--- config.mk ---
export PLATFORM = sky130hd
export DESIGN_NAME = mux8way_rr
export DESIGN_NICKNAME = d
export VERILOG_FILES = /design/src/rtl/mux8way_rr.sv
export SDC_FILE = /design/constraint.sdc
export NUM_CORES = 1
export LEC_CHECK = 0
export ABC_AREA = 1
export CAP_MARGIN = 20
export CORE_UTILIZATION = 37
export DETAILED_ROUTE_END_ITERATION = 12
export PLACE_DENSITY = 0.84
export SLEW_MARGIN = 20
export SYNTH_ARGS = -nofsm -noshare
export SYNTH_HDL_FRONTEND = slang
export SYNTH_SLANG_ARGS = --single-unit
--- constraint.sdc ---
create_clock -name clk -period 3.5 [get_ports clk]
set_clock_uncertainty 0.2 [all_clocks]
set_input_delay 0.875 -clock clk [delete_from_list [all_inputs] [get_ports clk]]
set_output_delay 0.875 -clock clk [all_outputs]
set_load 0.005 [all_outputs]
--- src/rtl/mux8way_rr.sv ---
// 8-to-1 round-robin collecting multiplexer with a single-entry registered output.
// Each output word carries its source channel index so a downstream demux can route replies.
module mux8way_rr #(
    parameter int WIDTH = 16
) (
    input  logic               clk,
    input  logic               rst_n,
    input  logic [8*WIDTH-1:0] in_data,
    input  logic [7:0]         in_valid,
    output logic [7:0]         in_ready,
    output logic [WIDTH-1:0]   out,
    output logic [2:0]         out_sel,
    output logic               out_valid,
    input  logic               out_ready
);

    logic [2:0] ptr;
    logic [2:0] grant;
    logic [2:0] idx;
    logic       found;
    logic       gnt_any;
    logic       load_en;

    // Search ptr, ptr+1, ... ptr+7 (3-bit wrap) and take the first requester.
    always_comb begin
        // NOTE: every variable gets a default before the loop so no path leaves it unassigned (no latch).
        grant = '0;
        idx   = '0;
        found = 1'b0;
        for (int k = 0; k < 8; k++) begin
            idx = ptr + 3'(k);
            if (!found && in_valid[idx]) begin
                grant = idx;
                found = 1'b1;
            end
        end
    end

    assign gnt_any = |in_valid;
    assign load_en = !out_valid || out_ready;

    // Gated by rst_n so no channel sees an acceptance while reset is held.
    assign in_ready = (rst_n && load_en && gnt_any) ? (8'b1 << grant) : 8'b0;

    always_ff @(posedge clk or negedge rst_n) begin
        if (!rst_n) begin
            out       <= '0;
            out_sel   <= '0;
            out_valid <= 1'b0;
            ptr       <= '0;
        end else if (load_en) begin
            // NOTE: non-blocking assignments so every register samples pre-edge values.
            if (gnt_any) begin
                out       <= in_data[grant*WIDTH +: WIDTH];
                out_sel   <= grant;
                out_valid <= 1'b1;
                ptr       <= grant + 3'd1;
            end else begin
                out_valid <= 1'b0;
            end
        end
    end

endmodule

After elaboration in Yosys (flattened, before gate mapping)
Index checks and enable logic that the tools add are counted.
W data, S select, Z words.
Operators by class
  magnitude comparators: 8
  $add $sub $neg: 8
  reductions and logical operators: 20
  multipliers: 0
  shifts and indexed selects: 2
  muxes and demuxes: 33
  equality and inequality tests: 0
  divide/modulo/power cells: 0
  bitwise gates (word level): 0
Operators by type and width (count)
  $shiftx A128 B8 Y16: 1
  $lt A3 B4 Y1 const B: 8
  $bmux W1 S3: 8
  $mux W3: 8
  $mux W1: 16
  $add A3 B3 Y3 const B: 4
  $logic_and A1 B1 Y1: 9
  $logic_not A1 Y1: 8
  $mux W8: 1
  $reduce_or A8 Y1: 1
  $shl A1 B3 Y8 const A: 1
  $add A3 B1 Y3 const B: 2
  $add A3 B2 Y3 const B: 2
  $reduce_and A2 Y1: 1
  $logic_or A1 B1 Y1: 1
Word-level totals
  register bits: 23
  RAM bits: 0
  memories: 0
  latch bits: 0
  word-level logic and storage cells: 75
  memory bits (read-only): 0

Logic depth before layout (Yosys ltp)
Gate-level depths: netlist of run 1.
  depth in word-level cells: 26
  mapped depth: 23
  depth with buffers taken out: 20

Least setup slack after synthesis of run 1
No wires, ideal clock.
  path type: register -> output
  start point: register ptr[0]
  end point: output in_ready[7]
  arrival: 2.813 ns
  stages on the path, launching flop included: 21
  setup slack: -0.388 ns
  path through: dfrtp_1 > inv_2 > buf_6 > ha_1 > inv_1 > nand3_1 > nand2_1 > nand2_1 > nand2_2 > nand3_2 > nor2_4 > nand3_1 > nor2_1 > nor2_1 > nand3_1 > buf_4 > buf_6 > clkinv_2 > nor2_1 > ha_1 > nor3b_1
On the way
  word-level cells in the longest chain between the ends: 26
  elaborated cells on any way between the ends: 54
  those cells by class: 7 x add/sub; 1 x shift; 32 x mux; 14 x reduce/logical
Ends and longest elaborated chain
  start: declaration: line 17  | logic [2:0] ptr;
  start signal: assignment: line 57  | ptr <= grant + 3'd1;
  branches (longest 23 deep; another with $add A3 B1 Y3)
  $mux W3 *: line 32  | if (!found && in_valid[idx]) begin
  $shl A1 B3 Y8 *: line 43  | assign in_ready = (rst_n && load_en && gnt_any) ? (8'b1 << grant) : 8'b0;
  $mux W8 *: line 43
  end: declaration: line 10  | output logic [7:0] in_ready,
Mark *: on every way between the ends. The select of a mux whose other input is x is not followed.

Worst setup path after layout of run 1
  start point: register ptr[0]
  end point: output in_ready[3]
Same word-level chain as after synthesis.

==> impl_metrics.csv, run 1 <==
group,metric,value,unit
run_status,status,"finished, violations left",
run_status,failed_checks,"setup timing",
grt,grt_overflow,0,
hold_path,hold_path_end,"out_sel[2]",
routing,drt-total-wl,12500,microns
grt,antenna_found_initial,0,
place,pre_cts_slack,-1.13,ns
logic_synthesis,synth_top_family_by_area,"simple AND/OR/NAND/NOR gates",
worst_setup_path,crit_type,"reg -> out",
logic_synthesis,syn-cell-area,3160,sq um
finish,final_nets,943,
logic_synthesis,synth.area.top_cells,"nand2_1 (39%), dfrtp_1 (18%), nand3_1 (18%), buf_2 (3.2%), nor2_1 (3.1%)",
worst_setup_path,crit_path_start_kind,"flop",
logic_synthesis,synthAdderAreaFrac,1.19,%
routing,vias_per_cell,5.05,
logic_synthesis,async_flop_share,100,%
logic_synthesis,synth_seq_cells,23,
clocking,clkLatencyLatePin,0.27,ns
logic_synthesis,synth_simple_gate_area_share,66.7,%
worst_setup_path,cp_slowest_stage_delay,0.43,ns
worst_setup_path,critPathSlowestCell,"dfrtp_1",
clocking,path_clk_slew,0.08,ns
floorplan,core_area,8220,sq um
floorplan,dieArea,8900,sq um
clocking,numCtsBuffers,3,
hold_path,holdPathStages,2,
grt,grt_max_degree,65,
logic_synthesis,synth_commonest_cells,"nand2_1 (328), nand3_1 (113), nor2_1 (26), dfrtp_1 (23), buf_2 (20)",
floorplan,ios,167,
place,port-buffer-count,166,
sta,slew_viol_final,0,
routing,drc,0,
place,placedCellCount,879,
routing,wl_per_cell,13.8,microns
hold_path,hp-start,"out_sel[2]",
run,drv_cap,0,
logic_synthesis,yosys_warnings,0,
worst_setup_path,cp.arrival,2.85,ns
logic_synthesis,ys_seq_area_share,18.2,%
finish,diodes,0,
logic_synthesis,synthesis.nets,732,
finish,final_cell_count_no_fill,905,
finish,drive_gt1_share,24.6,%
floorplan,start_util,38.4,%
sta,setup_viol,8,
clocking,htree_levels,1,
routing,drt_iter0_markers,284,
place,post-dp-hpwl,9440,microns
sta,rsz0062_at_grt,"true",
sta,worst_pin_slew,0.477,ns
logic_synthesis,synth-xor-area-share,1.07,%
worst_setup_path,regToRegStartpoint,"ptr[0]",
logic_synthesis,synth_edf_count,0,
logic_synthesis,yosysTopAreaCellShare,39.0,%
hold_path,hold_class,"reg -> reg",
logic_synthesis,postSynthAreaPerCell,5.35,sq um
worst_setup_path,endpoint_kind,"output pin",
sta,hold_viol,0,
clocking,postCtsHoldBufs,0,
clocking,cts_tree,"done",
grt,grt_pass1_vias,4055,
logic_synthesis,synth_compound_area_share,3.77,%
sta,slew_headroom,68.1,%
sta,period_share,112,%
worst_setup_path,cp_data_required_time,2.42,ns
worst_setup_path,path_cells,"inv_2 > ha_4 > inv_6 > nand3_4 > nand3_2 > nand2_2 > nor2_4 > nand4_4 > nor2_4 > buf_6 > nand4_1 > nand3_2 > clkinv_4 > buf_4 > buf_4 > nor3_2 > buf_2",
grt,grt_usage,27.0,%
clocking,cts_sinks,23,
sta,finalWorstSetupSlack,-0.421,ns
worst_setup_path,reg2regPathDepth,20,
logic_synthesis,yosysMostFrequentCell,"nand2_1",
sta,max_freq,0.255,GHz
routing,ant_nets,0,
logic_synthesis,synth_cells,590,
sta,min_period,3.92,ns
logic_synthesis,synth_area_leader_cell,"nand2_1",
floorplan,die_y,94.4,microns
worst_setup_path,path_max_fanout,6,
finish,areaGrowthSynthToFinish,82.8,%
clocking,clockRootBuffer,"clkbuf_8",
clocking,clock_path_buffers,2,
logic_synthesis,synth_mux_area_share,0,%
floorplan,dieWidth,94.4,microns
routing,drt-pass1-iter-count,5,
logic_synthesis,yosysUniqueCellTypes,36,
grt,grt_pass1_wl,19100,microns
worst_setup_path,regToRegSetupSlack,0.16,ns
worst_setup_path,r2r_end,"out[8]",
routing,num_vias,4574,
place,finalWeightedCongestion,0.822,
floorplan,rows,33,
logic_synthesis,synth-main-ff-cell,"dfrtp_1",
==> what timing repair did <==
action,in CTS,in global routing
resized for setup,134,21
setup endpoints to repair,17,24
buffers inserted,19,5
pin swaps,54,24
==> flip-flops by register name (all words and copies together) (netlist names) <==
name	flops
out_sel	3
out	16
ptr	3
out_valid	1
==> routing by layer <==
layer | global-route usage, % | wire, microns | vias up | share of wire [%]
met5 | 0 | 0 | - | 0
met4 | 5.13 | 172 | 0 | 1.4
met3 | 2.98 | 747 | 12 | 6.0
met2 | 49.4 | 6430 | 191 | 51
met1 | 34.0 | 5170 | 2070 | 41
li1 | - | - | 2301 | -
==> cells by family after synthesis <==
family,Yosys count
compound gates,16
xor+xnor,3
buf+inv,52
fa+ha+maj,3
simple gates,493
flops,23
==> area by class of cell <==
type | count | area, sq um
clock buffer | 3 | 41.3
clock inverter | 1 | 5.00
fill | 686 | 2450
inverter | 19 | 93.8
multi-input combinational | 515 | 2710
sequential | 23 | 577
tap | 105 | 131
timing repair buffer | 239 | 2210
==> stage by stage <==
step                hold WS [ns]  setup TNS (ns)  util [%]  area, sq um
global placement           0.264          -11.82      64.2         5270
floorplan                  0.274          -0.122         -         3260
finish                     0.297           -2.83      70.2         5770
detailed placement         0.273          -13.06      64.2         5270
global route               0.327           -4.00      70.2         5770
CTS                        0.295           -2.37      68.4         5620
==> worst max-delay path by stage <==
| stage | from | end | slack [ns] | depth (start not counted) |
|---|---|---|---|---|
| 6_report | ptr[0] | in_ready[3] | -0.42 | 17 |
| 5_1_grt | ptr[1] | in_ready[7] | -0.56 | 17 |
| 4_1_cts | ptr[0] | in_ready[3] | -0.36 | 17 |
| 2_1_floorplan | in_valid[2] | in_ready[7] | -0.12 | 15 |
| 3_5_place_dp | in_valid[2] | in_ready[7] | -1.13 | 16 |
| 3_3_place_gp | in_valid[2] | in_ready[7] | -1.07 | 16 |
==> placed cells by master (no fill, tap or decap), types with 6 or more instances in the layout <==
cell             instances
nand2_1                299
clkdlybuf4s50_1        150
nand3_1                 93
buf_4                   62
nand2_2                 25
dfrtp_1                 22
nand3_2                 16
buf_2                   16
nor2_1                  15
nor2_2                  10
inv_1                   10
nand2_4                  9
nor2_4                   7
buf_6                    7
nand3_4                  6
==> critical path: cells and delay by family, from the launching register on <==
kind / cells / cell delay, ns
buffers and inverters: 7 / 0.77
AND/OR/NAND/NOR: 9 / 1.09
adder cells (fa/ha/maj): 1 / 0.28
flip-flops: 1 / 0.43
Power of run 1 is left out: the tool's default activity adds up to more than one toggle a clock period on the data nets, which glitch-free logic cannot reach.
==> inputs of run 2 (changes only) <==
- CTS_BUF_LIST: default -> sky130_fd_sc_hd__clkbuf_4
==> run 2 against run 1 <==
Against the previous run:
- the flow still finishes with violations (setup timing)
- routed wire length increased by 1.3%
- clock-buffer cell count unchanged
- critical path depth decreased by 1
- cell count up 0.22%
- core utilization rose by 0.56 points
- register-to-register slack worse by 0.04 ns
- setup slack worse by 0.12 ns
- critical path type is now in -> out
- largest cell class unchanged
- highest routed layer unchanged
==> impl_metrics.csv, run 2 (synthesized netlist as in run 1, its figures left out) <==
group,metric,value,unit
worst_setup_path,cp-endpoint,"in_ready[1]",
worst_setup_path,regToRegSetupSlack,0.12,ns
worst_setup_path,crit_path_start_kind,"input port",
place,pre_cts_slack,-1.13,ns
worst_setup_path,critPathSlowestCell,"dlygate4sd2_1",
routing,wl_per_cell,14.0,microns
place,port-buffer-count,166,
clocking,htree_levels,1,
finish,drive_gt1_share,23.9,%
clocking,numCtsBuffers,3,
floorplan,core_area,8220,sq um
run,drv_cap,0,
clocking,clkLatencyLatePin,0.32,ns
finish,regMostFlops,"out",
sta,period_share,116,%
grt,grt_usage,26.7,%
routing,drt_iter0_markers,241,
finish,reg_top3,"out x16, out_sel x3, ptr x3",
routing,drt-pass1-iter-count,4,
floorplan,rows,33,
sta,slew_headroom,70.3,%
clocking,postCtsHoldBufs,0,
sta,rsz0062_at_grt,"true",
finish,areaGrowthSynthToFinish,84.2,%
finish,mostFrequentLayoutCells,"nand2_1 (300), clkdlybuf4s50_1 (150), nand3_1 (89), buf_4 (65), nand2_2 (25)",
finish,diodes,0,
sta,slew_viol_final,0,
floorplan,die_y,94.4,microns
worst_setup_path,cpMostUsedCell,"buf_4",
routing,ant_nets,0,
sta,holdWs,0.309,ns
clocking,path_clk_slew,0.13,ns
grt,grt_pass1_wl,18800,microns
clocking,clock_path_buffers,2,
sta,finalWorstSetupSlack,-0.544,ns
sta,min_period,4.04,ns
sta,worst_pin_slew,0.444,ns
floorplan,dieArea,8900,sq um
finish,final_nets,945,
sta,max_freq,0.247,GHz
clocking,clockRootBuffer,"clkbuf_4",
worst_setup_path,regToRegStartpoint,"ptr[1]",
hold_path,holdPathStages,2,
place,finalWeightedCongestion,0.822,
worst_setup_path,cp_slowest_stage_delay,0.27,ns
worst_setup_path,critical_path.startpoint,"in_valid[7]",
sta,setup_viol,8,
run_status,failed_checks,"setup timing",
floorplan,start_util,38.4,%
worst_setup_path,reg2regPathDepth,20,
sta,hold_viol,0,
finish,fin_area,5810,sq um
grt,grt_overflow,0,
finish,final_common_cell,"nand2_1",
place,post-dp-hpwl,9440,microns
worst_setup_path,cp.arrival,2.97,ns
clocking,cts_tree,"done",
floorplan,ios,167,
routing,drt-total-wl,12700,microns
worst_setup_path,path_max_fanout,5,
worst_setup_path,endpoint_kind,"output pin",
worst_setup_path,path_cells,"dlygate4sd2_1 > nand2_2 > nand3_4 > nand2_2 > nor2_1 > a31oi_1 > buf_4 > inv_4 > nor2_4 > buf_6 > nand4_1 > buf_4 > nand4_1 > buf_4 > nor2_2 > buf_2",
worst_setup_path,r2r_end,"out[8]",
worst_setup_path,cp_data_required_time,2.42,ns
hold_path,hold_class,"reg -> reg",
grt,grt_max_degree,65,
routing,drc,0,
routing,num_vias,4596,
grt,grt_pass1_vias,4004,
finish,largest_reg_flops,16,
run_status,status,"finished, violations left",
worst_setup_path,crit_type,"in -> out",
routing,vias_per_cell,5.07,
floorplan,dieWidth,94.4,microns
grt,antenna_found_initial,0,
place,post_dp_cell_area,5270,sq um
clocking,cts_sinks,23,
==> run 2: layout make-up <==
class                      count  area [sq um]
timing repair buffer         241          2250
tap                          105           131
inverter                      19          93.8
fill                         691          2400
sequential                    23           577
clock buffer                   3          22.5
clock inverter                 1          5.00
multi-input combinational    515          2730
==> run 2: how the worst min path moves through the flow <==
stage               start    endpoint  slack (ns)
2_1_floorplan  out_sel[2]  out_sel[2]        0.27
3_3_place_gp   out_sel[2]  out_sel[2]        0.26
3_5_place_dp   out_sel[2]  out_sel[2]        0.27
4_1_cts        out_sel[2]  out_sel[2]        0.31
5_1_grt            out[4]      out[4]        0.34
6_report       out_sel[2]  out_sel[2]        0.31
==> run 2: critical path: cells and delay by family <==
family          cells  cell delay (ns)
buf+inv             7             1.08
simple gates        8             0.81
compound gates      1             0.18
==> run 2: metal layers <==
metal,global-route usage (%),routed length (microns),vias up
met5,0,0,-
met4,4.74,198,0
met3,3.30,753,20
met2,48.4,6510,181
met1,33.9,5220,2084
li1,-,-,2311
==> run 2: timing repair <==
action | 4_1_cts | 5_1_grt
cloned | 0 | 0
gates resized for setup | 76 | 61
setup endpoints to repair | 11 | 24
buffers inserted | 16 | 10
pin swaps | 31 | 36
==> run 2: metrics by stage <==
stage	instances	TNS, ns	utilization [%]
after floorplan	590	-0.122	-
after global placement	879	-11.82	64.2
after detailed placement	879	-13.06	64.2
after CTS	899	-3.59	67.1
after global routing	907	-5.05	70.7
final	907	-4.14	70.7
Power of run 2 is left out for the same reason.
==> inputs of run 3 (changes only) <==
- CAP_MARGIN: 20 -> default
==> results of run 3 <==
The final DEF is identical to that of run 2; final timing and power are the same.
Power of run 3 is left out for the same reason.
